## src/rtl/score_timer.sv

```systemverilog
// score_timer -- countdown timer plus score keeper for a whack-a-mole game.
//
// A round lasts TIME_TENS:TIME_ONES seconds (two BCD digits). A start event
// begins a round; every tick counts the timer down and hit/miss events move
// the score up/down. When the timer reaches 00 the game is over and the
// result stays frozen until the next start event.
//
// Ports:
//   clk        system clock, all state on its rising edge
//   rst        synchronous active-high reset
//   tick       one-cycle pulse, once per second
//   start      debounced start button level (rising edge = event)
//   hit        debounced correct-whack level (rising edge = event)
//   miss       debounced wrong-whack level (rising edge = event)
//   digit_1    BCD timer tens
//   digit_2    BCD timer ones
//   digit_3    BCD score tens
//   digit_4    BCD score ones
//   running    high while a round is in progress
//   game_over  high once a round has ended
module score_timer #(
  parameter logic [3:0] TIME_TENS = 4'd6,
  parameter logic [3:0] TIME_ONES = 4'd0
) (
  input  logic       clk,
  input  logic       rst,
  input  logic       tick,
  input  logic       start,
  input  logic       hit,
  input  logic       miss,
  output logic [3:0] digit_1,
  output logic [3:0] digit_2,
  output logic [3:0] digit_3,
  output logic [3:0] digit_4,
  output logic       running,
  output logic       game_over
);

  typedef enum logic [1:0] {
    IDLE = 2'd0,
    RUN  = 2'd1,
    OVER = 2'd2
  } state_t;

  // A zero-length round ends the moment it begins.
  localparam logic ZERO_ROUND = (TIME_TENS == 4'd0) && (TIME_ONES == 4'd0);

  state_t     state;
  state_t     state_next;

  logic       start_q;
  logic       hit_q;
  logic       miss_q;
  logic       start_ev;
  logic       hit_ev;
  logic       miss_ev;

  logic [7:0] timer_next;
  logic [7:0] score_next;

  // Two-digit BCD increment, saturating at 99.
  function automatic logic [7:0] bcd_inc(input logic [7:0] v);
    logic [7:0] r;
    r = v;
    if (v != 8'h99) begin
      if (v[3:0] == 4'd9) begin
        r[7:4] = v[7:4] + 4'd1;
        r[3:0] = 4'd0;
      end else begin
        r[3:0] = v[3:0] + 4'd1;
      end
    end
    return r;
  endfunction

  // Two-digit BCD decrement, saturating at 00.
  function automatic logic [7:0] bcd_dec(input logic [7:0] v);
    logic [7:0] r;
    r = v;
    if (v != 8'h00) begin
      if (v[3:0] == 4'd0) begin
        r[7:4] = v[7:4] - 4'd1;
        r[3:0] = 4'd9;
      end else begin
        r[3:0] = v[3:0] - 4'd1;
      end
    end
    return r;
  endfunction

  // Events fire only on a 0->1 change between consecutive samples; history is
  // cleared by reset so a level already high afterwards still counts once.
  assign start_ev = start & ~start_q;
  assign hit_ev   = hit   & ~hit_q;
  assign miss_ev  = miss  & ~miss_q;

  always_comb begin
    state_next = state;
    timer_next = {digit_1, digit_2};
    score_next = {digit_3, digit_4};
    case (state)
      IDLE, OVER: begin
        if (start_ev) begin
          timer_next = {TIME_TENS, TIME_ONES};
          score_next = '0;
          state_next = ZERO_ROUND ? OVER : RUN;
        end
      end
      RUN: begin
        // Simultaneous hit and miss cancel each other.
        if (hit_ev && !miss_ev) begin
          score_next = bcd_inc({digit_3, digit_4});
        end else if (miss_ev && !hit_ev) begin
          score_next = bcd_dec({digit_3, digit_4});
        end
        if (tick) begin
          timer_next = bcd_dec({digit_1, digit_2});
          if (timer_next == 8'h00) begin
            state_next = OVER;
          end
        end
      end
      default: begin
        state_next = IDLE;
      end
    endcase
  end

  always_ff @(posedge clk) begin
    if (rst) begin
      state     <= IDLE;
      start_q   <= 1'b0;
      hit_q     <= 1'b0;
      miss_q    <= 1'b0;
      digit_1   <= TIME_TENS;
      digit_2   <= TIME_ONES;
      digit_3   <= '0;
      digit_4   <= '0;
      running   <= 1'b0;
      game_over <= 1'b0;
    end else begin
      state     <= state_next;
      start_q   <= start;
      hit_q     <= hit;
      miss_q    <= miss;
      digit_1   <= timer_next[7:4];
      digit_2   <= timer_next[3:0];
      digit_3   <= score_next[7:4];
      digit_4   <= score_next[3:0];
      running   <= (state_next == RUN);
      game_over <= (state_next == OVER);
    end
  end

endmodule

```

## config.mk

```make
export PLATFORM = sky130hd
export DESIGN_NAME = score_timer
export DESIGN_NICKNAME = d
export VERILOG_FILES = /design/src/rtl/score_timer.sv
export SDC_FILE = /design/constraint.sdc
export NUM_CORES = 1
export LEC_CHECK = 0
export CORE_MARGIN = 3
export CORE_UTILIZATION = 33
export DETAILED_ROUTE_END_ITERATION = 8
export MAX_ROUTING_LAYER = met4
export PLACE_DENSITY = 0.51
export SLEW_MARGIN = 15
export SYNTH_ARGS = -nofsm -noshare
export SYNTH_HDL_FRONTEND = slang
export SYNTH_SLANG_ARGS = --single-unit
```

## constraint.sdc

```tcl
create_clock -name clk -period 3.8 [get_ports clk]
set_input_delay 0.76 -clock clk [delete_from_list [all_inputs] [get_ports clk]]
set_output_delay 0.76 -clock clk [all_outputs]
set_load 0.1 [all_outputs]
```

==> flow_summary.ini, run 1 <==
[outcome]
status = complete, no violations

[synthesis]
synth_edf_count = 0
yosys.area.top_type = dfxtp_1
avgSynthCellArea_um2 = 8.70
synth-seq-cells = 23
synth_nets = 179
yosys.area.top_type_share = 0.323
synth_ff_type = dfxtp_1
synth_area_um2 = 1430
synthTopCellsByArea = dfxtp_1, a21oi_1, ha_1, nor2_1, o21ai_0
yosysUniqueCellTypes = 50
seq_area_frac_synth = 0.323
async_flop_share = 0
ys_warn_count = 0
synth_cells = 164

[routing]
wire_per_inst_um = 13.6
num_vias = 1272
route.detailed.drc = 0
drtPass1Iterations = 4
viasPerCell = 5.37
ant_nets = 0
drt_wl_total_um = 3220
drt_iter0_drc = 74

[clock_tree]
clkTransAtPathRegs_ns = 0.08
cts_root_buf = clkbuf_8
clock_latency_ns = 0.26
cts_setup_buffers = 0
cts_tree = built
h-tree-depth = 1
hold_buffers = 0
cts_sinks = 23
cts_made_buffers = 3
clockBufferDepth = 2
post_cts_resized = 0

[worst_hold_path]
hold_start = state[1]
whs_path_depth = 2
min_to = state[1]
hold_class = reg -> reg

[timing]
relSlewSlack = 0.347
min_period_ns = 2.80
maxSlewViolCount = 0
final.period_utilization = 0.737
grt_setup_unrepaired = no
fmax_mhz = 357
finalHoldViolations = 0
setup_tns_ns = 0
worst_pin_slew_ns = 0.977
final-setup-viol-count = 0
fin_skew_ns = 0.00106

[critical_path]
required_ns = 3.04
rr_worst_depth = 9
r2r_slack_ns = 1.73
cp-end-kind = output port
critPathArrivalTime_ns = 2.04
setup.worst_path.class = reg -> out
cp_top_family = buffers and inverters
slowest_stage = clkdlybuf4s50_1
reg2reg_to = digit_3[3]
path_buf_inv = 1
worstPathCellList = clkdlybuf4s50_1
worstSetupStartpointType = register
regToRegStartpoint = miss_q
max_stage_delay_ns = 1.21
worst-path-max-fanout = 11

[finish]
area_growth_pct = 22.3
stdcell_area_um2 = 1750
antenna_cells = 0
layout_common_cells = dfxtp_1, clkdlybuf4s50_1, a21oi_1
final_layout_size_suffix_gt1_frac = 0.0909
nets = 203
fill_cells = 411

[global_routing]
antenna_found_initial = 0
grt_pass1_wl_um = 5700
overflow = 0
grtUsageTotal = 0.139
grt_pass1_vias = 1225
grt_max_degree = 15

[floorplan]
io_pins = 24
chipHeight_um = 71.8
placementRows = 23
start_util = 0.349
dieWidth_um = 71.8
die_area_um2 = 5150
core_um2 = 4090

[pwr]
vdd_ir_drop_max_v = 0.000131
p_leak_uw = 0.000616
power_density_nw_per_um2 = 331

[placement]
placed_area_um2 = 1700
hpwl_um = 2410
place.gp.congestion = 0.852
io_buffers = 23

[run]
cap_violations = 0
-- synthesized netlist by cell type (all sizes together) (3+ instances only) --
| cell type | number |
|---|---|
| or3 | 6 |
| inv | 8 |
| nand2b | 4 |
| ha | 8 |
| nand2 | 11 |
| nor4 | 3 |
| buf | 3 |
| dfxtp | 23 |
| and3 | 3 |
| clkbuf | 3 |
| nor3 | 4 |
| nor2 | 13 |
| a21oi | 21 |
| nor2b | 6 |
| o21ai | 13 |
| o211ai | 3 |
-- cell families after synthesis --
group,Yosys count,synth area share
and+or+nand+nor,65,0.288
AOI/OAI and AO/OA,49,0.231
DFF,23,0.323
buffers and inverters,14,0.0456
adders and majority gates,9,0.0841
xor gates and xnor gates,2,0.0123
muxes,2,0.0158
-- through the flow --
stage / hold WS, ns / worst slack, ns / total power (uW) / util / std cells
final: 0.514 / 0.999 / 578 / 0.427 / 237
after global routing: 0.555 / 0.932 / 615 / 0.427 / 237
after CTS: 0.516 / 0.984 / 587 / 0.427 / 237
after detailed placement: 0.502 / 0.799 / 432 / 0.416 / 233
after global placement: 0.492 / 0.832 / 432 / 0.416 / 233
after floorplan: 0.476 / 1.19 / 394 / - / 164
-- worst min-delay path, stage by stage, from the launching register on --
cell	delay, ns
dfxtp_1	0.33
nand3_1	0.08
o21ai_1	0.06
-- state kept, by name, indices dropped and copies added, names as in the netlist --
signal     count
digit_1        4
digit_2        4
digit_3        4
digit_4        4
game_over      1
hit_q          1
miss_q         1
running        1
start_q        1
state          2
-- metal layers --
layer / wire length, um / up-vias / track usage
met5: 0 / - / -
met1: 1510 / 585 / 0.172
met3: 110 / 4 / 0.0252
met4: 38 / 0 / 0.0522
li1: - / 657 / -
met2: 1560 / 26 / 0.223
-- cell type report --
| class | count | area (um2) | share of cell area |
|---|---|---|---|
| flip-flops and latches | 23 | 460 | 0.264 |
| clock buffers | 3 | 41.3 | 0.0236 |
| inverters | 8 | 30.0 | 0.0172 |
| multi-input cells | 127 | 902 | 0.516 |
| well taps | 50 | 62.6 | 0.0358 |
| repair buffers | 25 | 245 | 0.140 |
| clock inverters | 1 | 5.00 | 0.00287 |
-- how the worst max path moves through the flow --
stage / start / to / cells past startpoint
after floorplan: hit / digit_3[3] / 10
after detailed placement: hit / digit_3[3] / 10
after global routing: hit / digit_3[3] / 10
after CTS: digit_4[2] / digit_4[2] / 1
after global placement: hit / digit_3[3] / 10
final: digit_4[2] / digit_4[2] / 1
-- power by group --
group | total, uW | internal, uW | leakage (uW) | switching [uW]
Sequential | 263 | 250 | 0.000187 | 13.0
Combinational | 163 | 54.5 | 0.000403 | 109
Clock | 152 | 73.1 | 0.0000255 | 78.8
(Power assumes the default switching activity.)
==> inputs of run 2 (changes only) <==
--- a/config.mk
+++ b/config.mk
@@ -9,7 +9,7 @@
 export CORE_UTILIZATION = 33
 export DETAILED_ROUTE_END_ITERATION = 8
 export MAX_ROUTING_LAYER = met4
-export PLACE_DENSITY = 0.51
+export PLACE_DENSITY = 0.53
 export SLEW_MARGIN = 15
 export SYNTH_ARGS = -nofsm -noshare
 export SYNTH_HDL_FRONTEND = slang
==> constraint.sdc (replaced) <==
create_clock -name clk -period 2.5 [get_ports clk]
set_input_delay 0.5 -clock clk [delete_from_list [all_inputs] [get_ports clk]]
set_output_delay 0.5 -clock clk [all_outputs]
set_load 0.1 [all_outputs]
==> run 2 against run 1 <==
Against the previous run: clock skew about the same; first-iteration DRC count decreased by 46%; largest power group unchanged; critical path depth increased by 9; cell count increased by 4.2%; clock power increased by 53%.
==> flow_summary.ini, run 2 (synthesis gave the netlist of run 1 again) <==
[pwr]
power_density_nw_per_um2 = 502
power_uw = 899
vdd_ir_drop_max_v = 0.000189
p_leak_uw = 0.000698

[routing]
drtPass1Iterations = 4
num_vias = 1318
drt_wl_total_um = 3350
ant_nets = 0
drt_iter0_drc = 40
viasPerCell = 5.34
wire_per_inst_um = 13.5
route.detailed.drc = 0

[clock_tree]
clock_latency_ns = 0.26
cts_setup_buffers = 0
cts_root_buf = clkbuf_8
clkTransAtPathRegs_ns = 0.08
cts_sinks = 23
h-tree-depth = 1
cts_tree = built
clockBufferDepth = 2
cts_made_buffers = 3
post_cts_resized = 0
hold_buffers = 0

[finish]
final_cells = 247
stdcell_area_um2 = 1790
antenna_cells = 0
final_common_cell = buf_4
area_growth_pct = 25.5
finalCoreUtilization = 0.438
fill_cells = 428
final_layout_size_suffix_gt1_frac = 0.254
layout_common_cells = buf_4, dfxtp_1, a21oi_1
nets = 213

[timing]
min_period_ns = 2.38
final.period_utilization = 0.950
fin_skew_ns = 0.00129
relSlewSlack = 0.655
fmax_mhz = 421
setup_tns_ns = 0
finalHoldViolations = 0
worst_pin_slew_ns = 0.517
final-setup-viol-count = 0
maxSlewViolCount = 0

[global_routing]
overflow = 0
grt_max_degree = 14
grt_pass1_vias = 1270
grt_pass1_wl_um = 6010
antenna_found_initial = 0
grtUsageTotal = 0.147

[critical_path]
r2r_slack_ns = 0.55
setup.worst_path.class = in -> reg
critPathArrivalTime_ns = 2.55
worst-path-max-fanout = 2
rr_worst_depth = 9
regToRegStartpoint = hit_q
critPathCapture = digit_3[3]
worstSetupStartpointType = input pin
reg2reg_to = digit_3[3]
required_ns = 2.68
startpoint = hit
cp-end-kind = register

[floorplan]
placementRows = 23
core_um2 = 4090
die_area_um2 = 5150
io_pins = 24
dieWidth_um = 71.8
start_util = 0.349
chipHeight_um = 71.8

[outcome]
status = complete, no violations

[placement]
dpl.cell_count = 243
hpwl_um = 2520
place.gp.congestion = 0.924
io_buffers = 23
placed_area_um2 = 1730

[run]
cap_violations = 0

[worst_hold_path]
hold_class = reg -> reg
[run 2: cell types whose count changed in the layout (fill, tap and decap cells not counted), moves of 2 or more]
cell	delta
clkdlybuf4s50_1	-18
dfxtp_2	+2
buf_4	+28
dfxtp_1	-2
[run 2: how the worst min path moves through the flow]
stage / from / to / slack (ns) / cells past startpoint
floorplan: state[1] / game_over / 0.48 / 2
detailed placement: digit_4[1] / digit_4[1] / 0.51 / 2
global route: digit_3[2] / digit_3[2] / 0.54 / 2
CTS: digit_3[2] / digit_3[2] / 0.52 / 2
finish: digit_4[1] / digit_4[1] / 0.51 / 2
global placement: digit_4[1] / digit_4[1] / 0.49 / 2
[run 2: per-layer routing]
layer  up-vias  track usage  wire, um
met5         -            -         0
met4         0       0.0376        20
met3         2       0.0224       134
met2        28        0.232      1600
met1       622        0.196      1590
li1        666            -         -
[run 2: through the flow]
step,hold slack [ns],setup WS (ns)
finish,0.514,0.124
global route,0.542,-0.0197
CTS,0.521,0.116
detailed placement,0.509,-0.162
global placement,0.491,-0.113
floorplan,0.476,0.0659
[run 2: worst max-delay path, cell delays in order]
cell and delay, ns:
clkdlybuf4s50_1 0.47, nor2b_2 0.14, ha_2 0.18, inv_1 0.05, ha_1 0.26, a21o_1 0.17
a21oi_1 0.16, xnor2_1 0.11, or3_1 0.32, o32ai_2 0.19
[run 2: area by class of cell]
type | instances | area (um2) | share of cell area
inverter | 8 | 30.0 | 0.0168
clock inverter | 1 | 5.00 | 0.00279
sequential | 23 | 463 | 0.258
multi-input combinational | 127 | 915 | 0.510
timing repair buffer | 35 | 275 | 0.154
clock buffer | 3 | 41.3 | 0.0230
tap | 50 | 62.6 | 0.0349
[run 2: where the power goes]
group / switching [uW] / total, uW / internal (uW)
logic: 171 / 266 / 95.6
clock network: 121 / 232 / 111
registers: 20.0 / 400 / 380
==> inputs of run 3 (changes only) <==
==> constraint.sdc (replaced) <==
create_clock -name clk -period 2.5 [get_ports clk]
set_input_delay 0.5 -clock clk [delete_from_list [all_inputs] [get_ports clk]]
set_output_delay 0.5 -clock clk [all_outputs]
set_load 0.005 [all_outputs]
==> run 3 against run 2 <==
Against the previous run: register-to-register slack got worse by 0.13 ns; combinational power fell by 24%; count of clock-buffer cells in the layout grew 1; sequential share of layout area shrank 0.72 points; via count down 1.2%; sequential power hardly changed; worst hold slack better by 0.0076 ns; power shrank 7.3%; final area is 2.3% higher; first-iteration DRC count up 35%; die area did not move; routed wire length decreased by 0.15%; critical path type unchanged; critical endpoint unchanged; highest routed layer unchanged.
==> flow_summary.ini, run 3 (synthesis gave the netlist of run 1 again) <==
[pwr]
pwr-share-comb = 0.241
clkPwrFrac = 0.279
cellInternalPower_uw = 592
sequentialPowerShare = 0.480
vdd_ir_drop_max_v = 0.000270
p_sw_uw = 241
p_leak_uw = 0.000653
swShare = 0.289
power_density_nw_per_um2 = 455
power_uw = 833

[finish]
final_layout_size_suffix_gt1_frac = 0.144
finalCoreUtilization = 0.449
final_cells = 245
layout_common_cells = dfxtp_1, clkdlybuf4s50_1, a21oi_1
nets = 211
area_growth_pct = 28.4
stdcell_area_um2 = 1830
antenna_cells = 0

[floorplan]
start_util = 0.349
chipHeight_um = 71.8
core_um2 = 4090
io_pins = 24
dieWidth_um = 71.8
die_area_um2 = 5150
placementRows = 23

[clock_tree]
hold_buffers = 0
clockBufferDepth = 2
cts_made_buffers = 3
clkTransAtPathRegs_ns = 0.08
cts_tree = built
cts_root_buf = clkbuf_8
cts_setup_buffers = 0
cts_sinks = 23
h-tree-depth = 1
clock_latency_ns = 0.26

[worst_hold_path]
hold_class = reg -> reg

[critical_path]
worst-path-max-fanout = 2
cp-end-kind = register
rr_worst_depth = 7
regToRegStartpoint = digit_4[0]
setup.worst_path.class = in -> reg
reg2reg_to = digit_3[2]
worstSetupStartpointType = input pin
critPathCapture = digit_3[3]
critPathArrivalTime_ns = 2.55
required_ns = 2.67
r2r_slack_ns = 0.42
startpoint = hit

[outcome]
status = complete, no violations

[run]
cap_violations = 0

[global_routing]
grtUsageTotal = 0.141
grt_pass1_vias = 1204
grt_pass1_wl_um = 5670
grt_max_degree = 13
antenna_found_initial = 0
overflow = 0

[routing]
drt_wl_total_um = 3340
drtPass1Iterations = 4
drt_iter0_drc = 54
wire_per_inst_um = 13.6
viasPerCell = 5.31
route.detailed.drc = 0
ant_nets = 0
num_vias = 1302

[placement]
io_buffers = 23
place.gp.congestion = 0.931
hpwl_um = 2500
dp_slack_ns = -0.158
dpl.cell_count = 241
placed_area_um2 = 1760

[timing]
final-setup-viol-count = 0
finalHoldViolations = 0
maxSlewViolCount = 0
fin_ws_ns = 0.126
min_period_ns = 2.37
relSlewSlack = 0.655
worst_pin_slew_ns = 0.517
fin_skew_ns = 0.00862
grt_setup_unrepaired = no
final.period_utilization = 0.950
fmax_mhz = 421
[run 3: changes by cell type in the layout (fill, tap and decap cells not counted), sizes merged]
cell / previous run / this run
clkbuf: 3 / 4
clkinv: 1 / 0
buf: 30 / 10
clkdlybuf4s50: 5 / 23
[run 3: area by class of cell]
type | instances | area (um2)
fill | 421 | 2250
multi-input combinational | 127 | 930
sequential | 23 | 460
timing repair buffer | 33 | 305
tap | 50 | 62.6
clock buffer | 4 | 45.0
inverter | 8 | 30.0
[run 3: how the worst min path moves through the flow]
stage | slack, ns | from | depth (start not counted) | endpoint
floorplan | 0.48 | state[1] | 2 | game_over
CTS | 0.52 | state[1] | 2 | state[1]
finish | 0.52 | digit_3[2] | 2 | digit_3[2]
global placement | 0.50 | digit_3[2] | 2 | digit_3[2]
global route | 0.55 | state[1] | 2 | state[1]
detailed placement | 0.51 | state[1] | 2 | state[1]
[run 3: timing repair]
action                     in CTS  in global routing
resized for setup               0                  5
setup endpoints to repair       0                  2
hold endpoints to repair        0                  0
[run 3: metrics by stage]
| stage | setup TNS (ns) | hold WS (ns) |
|---|---|---|
| final | 0 | 0.521 |
| after global routing | 0 | 0.547 |
| after CTS | 0 | 0.523 |
| after detailed placement | -0.443 | 0.509 |
| after global placement | -0.256 | 0.498 |
| after floorplan | 0 | 0.476 |
[run 3: worst max-delay path, stage by stage]
cell	delay [ns]
clkdlybuf4s50_1	0.46
nor2b_1	0.15
ha_2	0.19
inv_1	0.05
ha_1	0.26
a21o_1	0.18
a21oi_2	0.15
xnor2_1	0.09
or3_1	0.33
o32ai_2	0.20
[run 3: layer usage]
metal	GRT usage	part of all wire	wire, um
met1	0.197	0.47	1570
met4	0.0397	0.0066	22
met3	0.0210	0.044	146
met5	-	0	0
met2	0.210	0.48	1600
[run 3: power by group through the flow]
| stage | clock, uW | sequential, uW | combinational [uW] |
|---|---|---|---|
| after floorplan | 0 | 404 | 122 |
| after global placement | 0 | 408 | 190 |
| after detailed placement | 0 | 409 | 191 |
| after CTS | 241 | 400 | 192 |
| after global routing | 258 | 403 | 224 |
| final | 233 | 400 | 201 |
